==> config.mk <==
export PLATFORM = sky130hd
export DESIGN_NAME = mem_access_stage
export DESIGN_NICKNAME = d
export VERILOG_FILES = /design/src/rtl/mem_access_stage.sv
export SDC_FILE = /design/constraint.sdc
export NUM_CORES = 1
export LEC_CHECK = 0
export BUFFER_PORTS_ARGS = -buffer_cell sky130_fd_sc_hd__buf_2
export CAP_MARGIN = 20
export CORE_ASPECT_RATIO = 0.9
export CORE_UTILIZATION = 46
export CTS_BUF_LIST = sky130_fd_sc_hd__clkbuf_2 sky130_fd_sc_hd__clkbuf_4 sky130_fd_sc_hd__clkbuf_8
export DETAILED_ROUTE_END_ITERATION = 7
export PLACE_DENSITY = 0.79
export RECOVER_POWER = 25
export SYNTH_ARGS = -nofsm -noshare
export SYNTH_HDL_FRONTEND = slang
export SYNTH_SLANG_ARGS = --single-unit
==> constraint.sdc <==
create_clock -name clk -period 3 [get_ports clk]
set_clock_uncertainty 0.15 [all_clocks]
set_input_delay 0.3 -clock clk [delete_from_list [all_inputs] [get_ports clk]]
set_output_delay 0.3 -clock clk [all_outputs]
set_load 0.01 [all_outputs]
==> src/rtl/mem_access_stage.sv <==
// MEM-stage data-memory access unit: sizes, aligns and issues loads/stores on a req/gnt + rvalid bus.
// Latency: store 3 cycles minimum (IDLE, REQ+gnt, DONE); load 4 cycles minimum (rvalid one cycle after gnt).
// Backpressure: stall_mem holds the pipeline from acceptance until the bus completes; DONE releases it for one cycle.
module mem_access_stage #(
  parameter int DATA_W = 32,
  parameter int ADDR_W = 32
) (
  input  logic              clk,
  input  logic              rst,
  input  logic              mem_read_m,
  input  logic              mem_write_m,
  input  logic [1:0]        mem_size_m,
  input  logic              mem_unsigned_m,
  input  logic [ADDR_W-1:0] alu_out_m,
  input  logic [DATA_W-1:0] write_data_m,
  output logic              dmem_req,
  output logic              dmem_we,
  output logic [ADDR_W-1:0] dmem_addr,
  output logic [DATA_W-1:0] dmem_wdata,
  output logic [3:0]        dmem_be,
  input  logic              dmem_gnt,
  input  logic              dmem_rvalid,
  input  logic [DATA_W-1:0] dmem_rdata,
  output logic [DATA_W-1:0] read_data_m,
  output logic              stall_mem,
  output logic              misalign_m
);

  typedef enum logic [1:0] {S_IDLE, S_REQ, S_WAIT, S_DONE} state_t;

  state_t            r_state;
  state_t            w_state_nxt;

  // Latched copy of the access; the pipeline is frozen, so these govern the whole transaction.
  logic [ADDR_W-1:0] r_addr;
  logic              r_we;
  logic [3:0]        r_be;
  logic [DATA_W-1:0] r_wdata;
  logic [1:0]        r_lane;
  logic [1:0]        r_size;
  logic              r_uns;
  logic [DATA_W-1:0] r_rdata;

  logic              w_access;
  logic              w_store;
  logic              w_misalign;
  logic              w_start;
  logic [1:0]        w_lane;
  logic [3:0]        w_be;
  logic [DATA_W-1:0] w_wdata;
  logic [DATA_W-1:0] w_shift;
  logic [DATA_W-1:0] w_load_fmt;

  // Reset gates the access so stall/misalign read zero while rst is held.
  assign w_access = (mem_read_m | mem_write_m) & ~rst;
  // A simultaneous read+write is treated as a store.
  assign w_store  = mem_write_m;
  assign w_lane   = alu_out_m[1:0];

  // Half needs an even address, word needs a 4-byte aligned address.
  always_comb begin
    w_misalign = 1'b0;
    case (mem_size_m)
      2'b00:   w_misalign = 1'b0;
      2'b01:   w_misalign = w_lane[0];
      default: w_misalign = (w_lane != 2'b00);
    endcase
  end

  // Byte enables and lane-replicated store data; loads carry no byte enables.
  always_comb begin
    w_be    = 4'b0000;
    w_wdata = write_data_m;
    case (mem_size_m)
      2'b00: begin
        w_be    = 4'b0001 << w_lane;
        w_wdata = {(DATA_W/8){write_data_m[7:0]}};
      end
      2'b01: begin
        w_be    = 4'b0011 << w_lane;
        w_wdata = {(DATA_W/16){write_data_m[15:0]}};
      end
      default: begin
        w_be    = 4'b1111;
        w_wdata = write_data_m;
      end
    endcase
    if (!w_store) begin
      w_be = 4'b0000;
    end
  end

  // Move the addressed byte/half down to bit 0, then extend per the latched size/signedness.
  assign w_shift = dmem_rdata >> {r_lane, 3'b000};

  // Format the returned word into the load result.
  always_comb begin
    w_load_fmt = dmem_rdata;
    case (r_size)
      2'b00:   w_load_fmt = r_uns ? {{(DATA_W-8){1'b0}}, w_shift[7:0]}
                                  : {{(DATA_W-8){w_shift[7]}}, w_shift[7:0]};
      2'b01:   w_load_fmt = r_uns ? {{(DATA_W-16){1'b0}}, w_shift[15:0]}
                                  : {{(DATA_W-16){w_shift[15]}}, w_shift[15:0]};
      default: w_load_fmt = dmem_rdata;
    endcase
  end

  // State register; reset abandons any in-flight request immediately.
  always_ff @(posedge clk or posedge rst) begin
    if (rst) begin
      r_state <= S_IDLE;
    end else begin
      r_state <= w_state_nxt;
    end
  end

  // Next-state and stall/misalign decode.
  always_comb begin
    w_state_nxt = r_state;
    stall_mem   = 1'b0;
    misalign_m  = 1'b0;
    w_start     = 1'b0;
    case (r_state)
      S_IDLE: begin
        if (w_access) begin
          if (w_misalign) begin
            misalign_m = 1'b1;
          end else begin
            stall_mem   = 1'b1;
            w_start     = 1'b1;
            w_state_nxt = S_REQ;
          end
        end
      end
      S_REQ: begin
        stall_mem = 1'b1;
        if (dmem_gnt) begin
          w_state_nxt = r_we ? S_DONE : S_WAIT;
        end
      end
      S_WAIT: begin
        stall_mem = 1'b1;
        if (dmem_rvalid) begin
          w_state_nxt = S_DONE;
        end
      end
      S_DONE: begin
        w_state_nxt = S_IDLE;
      end
      default: begin
        w_state_nxt = S_IDLE;
      end
    endcase
  end

  // Capture the access fields when an aligned access is accepted in IDLE.
  always_ff @(posedge clk or posedge rst) begin
    if (rst) begin
      r_addr  <= '0;
      r_we    <= 1'b0;
      r_be    <= 4'b0000;
      r_wdata <= '0;
      r_lane  <= 2'b00;
      r_size  <= 2'b00;
      r_uns   <= 1'b0;
    end else if (w_start) begin
      r_addr  <= {alu_out_m[ADDR_W-1:2], 2'b00};
      r_we    <= w_store;
      r_be    <= w_be;
      r_wdata <= w_wdata;
      r_lane  <= w_lane;
      r_size  <= mem_size_m;
      r_uns   <= mem_unsigned_m;
    end
  end

  // Load result register; only rvalid while waiting updates it.
  always_ff @(posedge clk or posedge rst) begin
    if (rst) begin
      r_rdata <= '0;
    end else if (r_state == S_WAIT && dmem_rvalid) begin
      r_rdata <= w_load_fmt;
    end
  end

  assign dmem_req    = (r_state == S_REQ);
  assign dmem_we     = dmem_req & r_we;
  assign dmem_be     = dmem_req ? r_be : 4'b0000;
  assign dmem_addr   = r_addr;
  assign dmem_wdata  = r_wdata;
  assign read_data_m = r_rdata;

endmodule

# Word level (Yosys, flattened, before mapping)
# Cells that the tools add are included.
word_totals:
  ff_bits: 106
  elab_cells: 53
classes:
  eq_ne: 9
  n_shift: 3
  mux: 21
  n_bitwise: 4
  n_reduce_logical: 7
ops:
  columns: ["op", "count"]
  rows:
  - ["$pmux W32 S2", 2]
  - ["$mux W32", 2]
  - ["$shr A32 B5 Y16", 1]
  - ["$mux W2", 4]
  - ["$mux W4", 2]
  - ["$pmux W2 S4", 1]
  - ["$pmux W4 S2", 1]
  - ["$mux W1", 7]
  - ["$eq A2 B1 Y1 const B", 3]
  - ["$logic_not A2 Y1", 3]
  - ["$ne A2 B2 Y1 const B", 3]
  - ["$eq A2 B2 Y1 const B", 2]
  - ["$pmux W1 S2", 2]
  - ["$reduce_and A4 Y1", 1]
  - ["$shl A1 B2 Y4 const A", 1]
  - ["$shl A2 B2 Y4 const A", 1]
  - ["$and A1 B1 Y1", 2]
  - ["$ne A2 B1 Y1 const B", 1]
  - ["$reduce_bool A2 Y1", 1]
  - ["$reduce_or A2 Y1", 1]
  - ["$logic_and A1 B1 Y1", 1]
  - ["$not A1 Y1", 1]
  - ["$or A1 B1 Y1", 1]

# Depth between registers and ports, before layout
# Gate-level depths: netlist of run 1.
depth:
  depth_word: 5
  ltp_mapped: 8
  mapped_depth_nobuf: 6

# Least setup slack after synthesis of run 1
# No wires, ideal clock.
synth_timing:
  path_type: "in2reg"
  from: "input rst"
  to: "register r_state[1]"
  setup_ns: 0.079
  arrival_time_ns: 3.501
  required_time_ns: 2.771
  slack_ns: -0.731
  stages: 4
  n_path_buf: 0
  path_cell_list: "inv_1 > o2111ai_1 > a222oi_1 > mux2i_1"
synth_via:
  elab_chain_cells: 4
synth_lines:
  columns: ["element", "line", "text"]
  rows:
  - ["from (decl)", "9", "input logic rst,"]
  - ["$not A1 Y1", "55", "assign w_access = (mem_read_m | mem_write_m) & ~rst;"]
  - ["$and A1 B1 Y1", "55", null]
  - ["$ne A2 B2 Y1 (no source line)", null, null]
  - ["$reduce_and A4 Y1 (no source line)", null, null]
  - ["to (signal assigned)", "113", "r_state <= w_state_nxt;"]
  - ["to (decl)", "31", "state_t r_state;"]
# No other way between the ends.
# A chain may end at the register's enable or synchronous reset.

# Final worst setup path of run 1
layout_timing:
  from: "register r_state[0]"
  to: "output stall_mem"
layout_via:
  elab_chain_cells: 3
  word_cells_on_any_way: 5
  classes_between: "eq/ne (2); mux (1); reduce/logical (2)"
layout_lines:
  columns: ["element", "line", "text"]
  rows:
  - ["$eq A2 B1 Y1 or $eq A2 B2 Y1 (tied branches)", "123", "case (r_state)"]
  - ["$reduce_or A2 Y1 (no source line)", null, null]
  - ["$pmux W1 S2 (*)", "123", null]
  - ["to (decl)", "25", "output logic stall_mem,"]
# Mark *: on every way between the ends. The rest lies on a longest branch, timed or not.

==> impl_metrics.tcl, run 1 <==
set metrics [dict create \
    slowest_delay_ns 0.43 \
    slowest_stage "dfrtp_1" \
    grt_max_degree 93 \
    synth_area_um2 5230 \
    yosys_register_bits 106 \
    required_ns 2.55 \
    worstHoldPathCells 3 \
    path_buf_inv 2 \
    hold_buffers 32 \
    fin_nets 800 \
    clock_path_buffers 2 \
    port_buffers 206 \
    wl_per_cell_um 16.5 \
    grt_usage 0.237 \
    power_frac_seq 0.401 \
    drt_first_pass_iters 5 \
    setup_tns_ns 0 \
    fmax_ghz 0.404 \
    crit_chain "inv_1 > ha_1 > and2b_1 > o2111ai_4 > a21oi_2 > buf_2" \
    io_pins 209 \
    syn_avg_cell_area_um2 11.2 \
    drc_errors 0 \
    whs_ns 0.0315 \
    sw_frac_of_total 0.388 \
    fp.coreArea_um2 10900 \
    slew_headroom 0.407 \
    power_frac_clock 0.166 \
    cts_sinks 106 \
    dieArea_um2 11800 \
    fillers 933 \
    cts_buffers 9 \
    syn_to_final_growth_pct 29.8 \
    initial_core_util 0.478 \
    root_buffer "clkbuf_8" \
    start_kind "register" \
    htreeDepth 3 \
    drt_iter0_drc 285 \
    routed_wl_um 14000 \
    clk_latency_ns 0.38 \
    grt-ovfl-total 0 \
    holdPathEnd "read_data_m[30]$_DFFE_PP0P_" \
    rsz0062_at_grt "false" \
    path_clk_slew_ns 0.11 \
    hold_viol_final 0 \
    reg2reg_from "r_state[0]$_DFFE_PP0P_" \
    dieWidth_um 114 \
    p_int_uw 4000 \
    hold_path.class "input port to register" \
    worst-path-max-fanout 8 \
    fin_crit_ns 2.47 \
    place.gp.congestion 0.808 \
    slew_viol_final 0 \
    dp_hpwl_um 9390 \
    peakVddDrop_mv 0.548 \
    critPathKind "register to primary output" \
    rrSetupSlack_ns 0.71 \
    fin_crit_sh 0.825 \
    grt_pass1_wl_um 21300 \
    dpl.cell_count 799 \
    num_vias 4376 \
    arrival_ns 2.02 \
    grt_pass1_vias 4276 \
    cts_resized 0 \
    synthCells 467 \
    status "finished clean" \
    post_cts_buffers 0 \
    tightest_slew_ns 0.890 \
    cts_tree "done" \
    layout-drive-gt1-share 0.302 \
    power.switching_uw 2540 \
    antenna_found_initial 1 \
    p_leak_uw 0.00344 \
    r2r-end "dmem_addr[18]$_DFFE_PP0P_" \
    worstHoldStart "dmem_rdata[30]" \
    end_kind "primary output" \
    ff2ff_path_depth 6 \
    cap_violations 0 \
    setup_violations 0 \
    viasPerCell 5.16 \
    ant_nets 0 \
    final_cell_count_no_fill 848 \
    ys_warn_count 0 \
    rows 36 \
    fp.dieH_um 103 \
    ys_types 41 \
    p_per_area_nw_per_um2 962 \
    yosysSeqAreaShare 0.507 \
    pwr-share-comb 0.433 \
    crit_family "compound AO/OA/AOI/OAI gates" \
]
placed cells by master, fill, tap and decap left out, types with 6 or more instances in the layout:
cell type,n
and2_1,6
clkbuf_1,72
nand2_1,54
dfrtp_1,106
mux2i_1,34
o21ai_0,43
clkbuf_8,9
o22ai_1,7
a21oi_1,25
mux2_4,44
nor2_1,24
a21o_1,10
a2bb2oi_1,8
nand3_1,32
dlygate4sd3_1,32
buf_2,134
stage by stage:
step	area [um2]	setup WS, ns	power [uW]	util
finish	6790	0.526	6530	0.621
global route	6790	0.401	6970	0.621
CTS	6880	0.504	6660	0.629
detailed placement	6310	0.748	5530	0.577
global placement	6310	0.843	5390	0.577
floorplan	5240	0.190	4440	-
cell usage after synthesis:
cell,instances,area share
a21oi_1,25,0.024
nand3b_1,2,0.0029
nor2b_2,1,0.0017
clkbuf_1,15,0.011
inv_1,6,0.0043
nor3_1,3,0.0029
conb_1,1,0.00072
and2b_1,1,0.0014
a21oi_2,2,0.0033
o21ai_0,43,0.041
dfrtp_1,106,0.51
o2111ai_1,1,0.0017
nand3_1,32,0.031
buf_1,1,0.00072
buf_2,5,0.0048
nor2_1,24,0.017
nand2_1,54,0.039
o21ai_2,1,0.0017
nor2b_1,2,0.0024
xnor2_1,1,0.0017
a21boi_0,1,0.0014
mux2i_1,34,0.065
nor2_2,1,0.0012
a222oi_1,1,0.0019
or2_0,4,0.0048
a22oi_1,1,0.0014
a21o_1,10,0.014
o22ai_1,7,0.0084
buf_6,8,0.017
a221oi_1,1,0.0017
o211ai_1,1,0.0014
o211ai_4,1,0.0041
mux2_4,44,0.13
ha_1,5,0.012
mux2i_2,1,0.0026
or2b_1,1,0.0014
o2111ai_4,1,0.0050
and2_1,6,0.0072
buf_4,4,0.0057
mux2i_4,1,0.0043
a2bb2oi_1,8,0.013
state kept, by name (all words and copies together) (netlist names), 2 cells and up:
name,cells
r_lane,2
r_be,4
r_size,2
dmem_wdata,32
read_data_m,32
dmem_addr,30
r_state,2
worst reg2reg max path, delay by kind of cell (launching register included):
kind                       cells  cell delay (ns)
AOI/OAI and AO/OA              1             0.19
adders and majority gates      1             0.24
buffers and inverters          2             0.55
muxes                          1             0.41
DFF                            1             0.42
and+or+nand+nor                1             0.22
layout make-up:
cell class,instances,area (um2),share of cell area
sequential,106,2650,0.390
multi-input combinational,323,2360,0.347
timing repair buffer,244,1320,0.194
tap,152,190,0.0280
clock buffer,9,124,0.0182
clock inverter,7,124,0.0182
inverter,6,23.8,0.00350
antenna,1,2.50,0.000368
worst max path at each step:
stage,cells past startpoint,from,slack [ns],end
2_1_floorplan,4,rst,0.19,r_state[1]$_DFFE_PP0P_
3_3_place_gp,5,mem_size_m[0],0.84,dmem_addr[19]$_DFFE_PP0P_
5_1_grt,6,r_state[0]$_DFFE_PP0P_,0.40,stall_mem
3_5_place_dp,6,r_state[0]$_DFFE_PP0P_,0.75,dmem_addr[12]$_DFFE_PP0P_
6_report,6,r_state[0]$_DFFE_PP0P_,0.53,stall_mem
4_1_cts,6,r_state[0]$_DFFE_PP0P_,0.50,stall_mem
metal layers:
metal  global-route usage  vias to the layer above  part of all wire
li1                     -                     2072                 -
met3               0.0635                       25             0.069
met2                0.396                      200              0.49
met5                    0                        -                 0
met1                0.296                     2079              0.43
met4               0.0909                        0             0.020
power groups by stage:
stage,registers (uW),clock network [uW],logic (uW)
4_1_cts,2600,1110,2960
5_1_grt,2700,1170,3110
3_3_place_gp,2570,0,2820
6_report,2620,1090,2830
2_1_floorplan,2780,0,1660
3_5_place_dp,2600,0,2930
cells by family after synthesis:
kind of cell | synth area share
multiplexers | 0.198
AO/OA/AOI/OAI | 0.125
XOR/XNOR | 0.00167
AND/OR/NAND/NOR | 0.112
flip-flops | 0.507
other | 0.000717
adder cells (fa/ha/maj) | 0.0120
buffers and inverters | 0.0435
Power figures use the tool's default switching activity.
==> run 2, diff against run 1 <==
==> constraint.sdc (replaced) <==
create_clock -name clk -period 2 [get_ports clk]
set_clock_uncertainty 0.15 [all_clocks]
set_input_delay 0.2 -clock clk [delete_from_list [all_inputs] [get_ports clk]]
set_output_delay 0.2 -clock clk [all_outputs]
set_load 0.01 [all_outputs]
==> impl_metrics.tcl, run 2 (synthesis gave the netlist of run 1 again) <==
set metrics [dict create \
    clock_path_buffers 2 \
    grt-ovfl-total 0 \
    port_buffers 206 \
    grt_max_degree 107 \
    required_ns 2.10 \
    num_vias 4733 \
    syn_to_final_growth_pct 42.6 \
    num_antenna_cells 0 \
    root_buffer "clkbuf_8" \
    setup_violations 0 \
    grt_pass1_vias 4701 \
    status "finished clean" \
    fin_crit_ns 1.95 \
    peakVddDrop_mv 0.699 \
    drt_iter0_drc 214 \
    dieArea_um2 11800 \
    hold_path.class "input port to register" \
    cap_violations 0 \
    fin_nets 862 \
    io_pins 209 \
    cts_tree "done" \
    p_leak_uw 0.00393 \
    rrSetupSlack_ns 0.05 \
    cts_buffers 9 \
    critPathKind "register to register" \
    viasPerCell 5.21 \
    initial_core_util 0.478 \
    p_per_area_nw_per_um2 1340 \
    drt_first_pass_iters 5 \
    worstHoldPathCells 3 \
    layout.cells.most_common_list "buf_2 (206), dfrtp_1 (106), dlygate4sd3_1 (76)" \
    slew_viol_final 0 \
    fin_crit_sh 0.975 \
    fp.dieH_um 103 \
    drc_errors 0 \
    ff2ff_path_depth 7 \
    power_uw 9980 \
    grt_pass1_wl_um 23600 \
    hold_viol_final 0 \
    ant_nets 0 \
    grt_usage 0.260 \
    rsz0062_at_grt "true" \
    rows 36 \
    postPlaceCellArea_um2 6440 \
    routed_wl_um 15400 \
    tightest_slew_ns 0.979 \
    dieWidth_um 114 \
    worst-path-max-fanout 25 \
    htreeDepth 3 \
    wl_per_cell_um 16.9 \
    path_clk_slew_ns 0.09 \
    fp.coreArea_um2 10900 \
    fmax_ghz 0.513 \
    layout_commonest_cell "buf_2" \
    worstHoldStart "write_data_m[24]" \
    start_kind "register" \
    antenna_found_initial 0 \
    final_area_um2 7460 \
    final_core_util 0.682 \
    arrival_ns 2.05 \
    end_kind "register" \
    cts_sinks 106 \
    slew_headroom 0.347 \
    dp_hpwl_um 9690 \
    place.gp.congestion 0.807 \
    reg2reg_from "r_state[1]$_DFFE_PP0P_" \
    holdPathEnd "dmem_wdata[24]$_DFFE_PP0P_" \
    clk_latency_ns 0.36 \
    layout-drive-gt1-share 0.402 \
    r2r-end "dmem_addr[19]$_DFFE_PP0P_" \
]
-- run 2: changes by cell type in the layout (fill, tap and decap cells not counted), sizes merged --
cell	previous run	this run
clkbuf	81	13
buf	140	229
bufinv	3	0
inv	8	6
dlygate4sd3	32	76
diode	1	0
clkinvlp	2	3
-- run 2: stage by stage --
step	instances	setup TNS, ns	setup WS, ns	hold WS [ns]
final	908	0	0.0498	0.00973
after global routing	908	-0.133	-0.0583	0.0278
after CTS	905	0	0.00568	0.0000733
after detailed placement	812	-0.107	-0.0196	0.285
after global placement	812	0	0.0924	0.278
after floorplan	468	-1.31	-0.658	0.158
-- run 2: critical path: stages, from the launching register on --
cell and delay, ns:
dfrtp_1 0.37, inv_2 0.07, ha_4 0.16, and2b_2 0.22, o2111ai_4 0.08, buf_4 0.24, buf_16 0.21, mux2_4 0.32
-- run 2: power by group --
| group | total [uW] | switching (uW) | internal, uW |
|---|---|---|---|
| clock | 1280 | 746 | 535 |
| sequential | 3850 | 685 | 3170 |
| combinational | 4850 | 2430 | 2420 |
-- run 2: worst max-delay path by stage --
stage / start / to
3_3_place_gp: r_state[0]$_DFFE_PP0P_ / dmem_wdata[2]$_DFFE_PP0P_
4_1_cts: r_state[0]$_DFFE_PP0P_ / dmem_wdata[1]$_DFFE_PP0P_
2_1_floorplan: rst / r_state[1]$_DFFE_PP0P_
6_report: r_state[1]$_DFFE_PP0P_ / dmem_addr[19]$_DFFE_PP0P_
3_5_place_dp: r_state[0]$_DFFE_PP0P_ / dmem_wdata[4]$_DFFE_PP0P_
5_1_grt: r_state[1]$_DFFE_PP0P_ / stall_mem
-- run 2: area by class of cell --
| class | count | area [um2] |
|---|---|---|
| Sequential cell | 106 | 2650 |
| Multi-Input combinational cell | 323 | 2380 |
| Clock inverter | 3 | 23.8 |
| Timing Repair Buffer | 306 | 2030 |
| Tap cell | 152 | 190 |
| Fill cell | 781 | 3480 |
| Inverter | 6 | 26.3 |
| Clock buffer | 12 | 159 |
-- run 2: timing repair --
action | 4_1_cts | 5_1_grt
setup buffers | 3 | 1
resized for setup | 4 | 6
endpoints found under the setup margin | 13 | 45
endpoints found under the hold margin | 180 | 1
gates cloned | 0 | 1
pin swaps | 1 | 1
hold buffers | 75 | 1
-- run 2: metal layers --
metal	vias up	routed length, um	track usage
met5	-	0	0
met1	2263	6460	0.324
li1	2203	-	-
met2	232	7460	0.444
met4	0	316	0.0939
met3	35	1130	0.0624
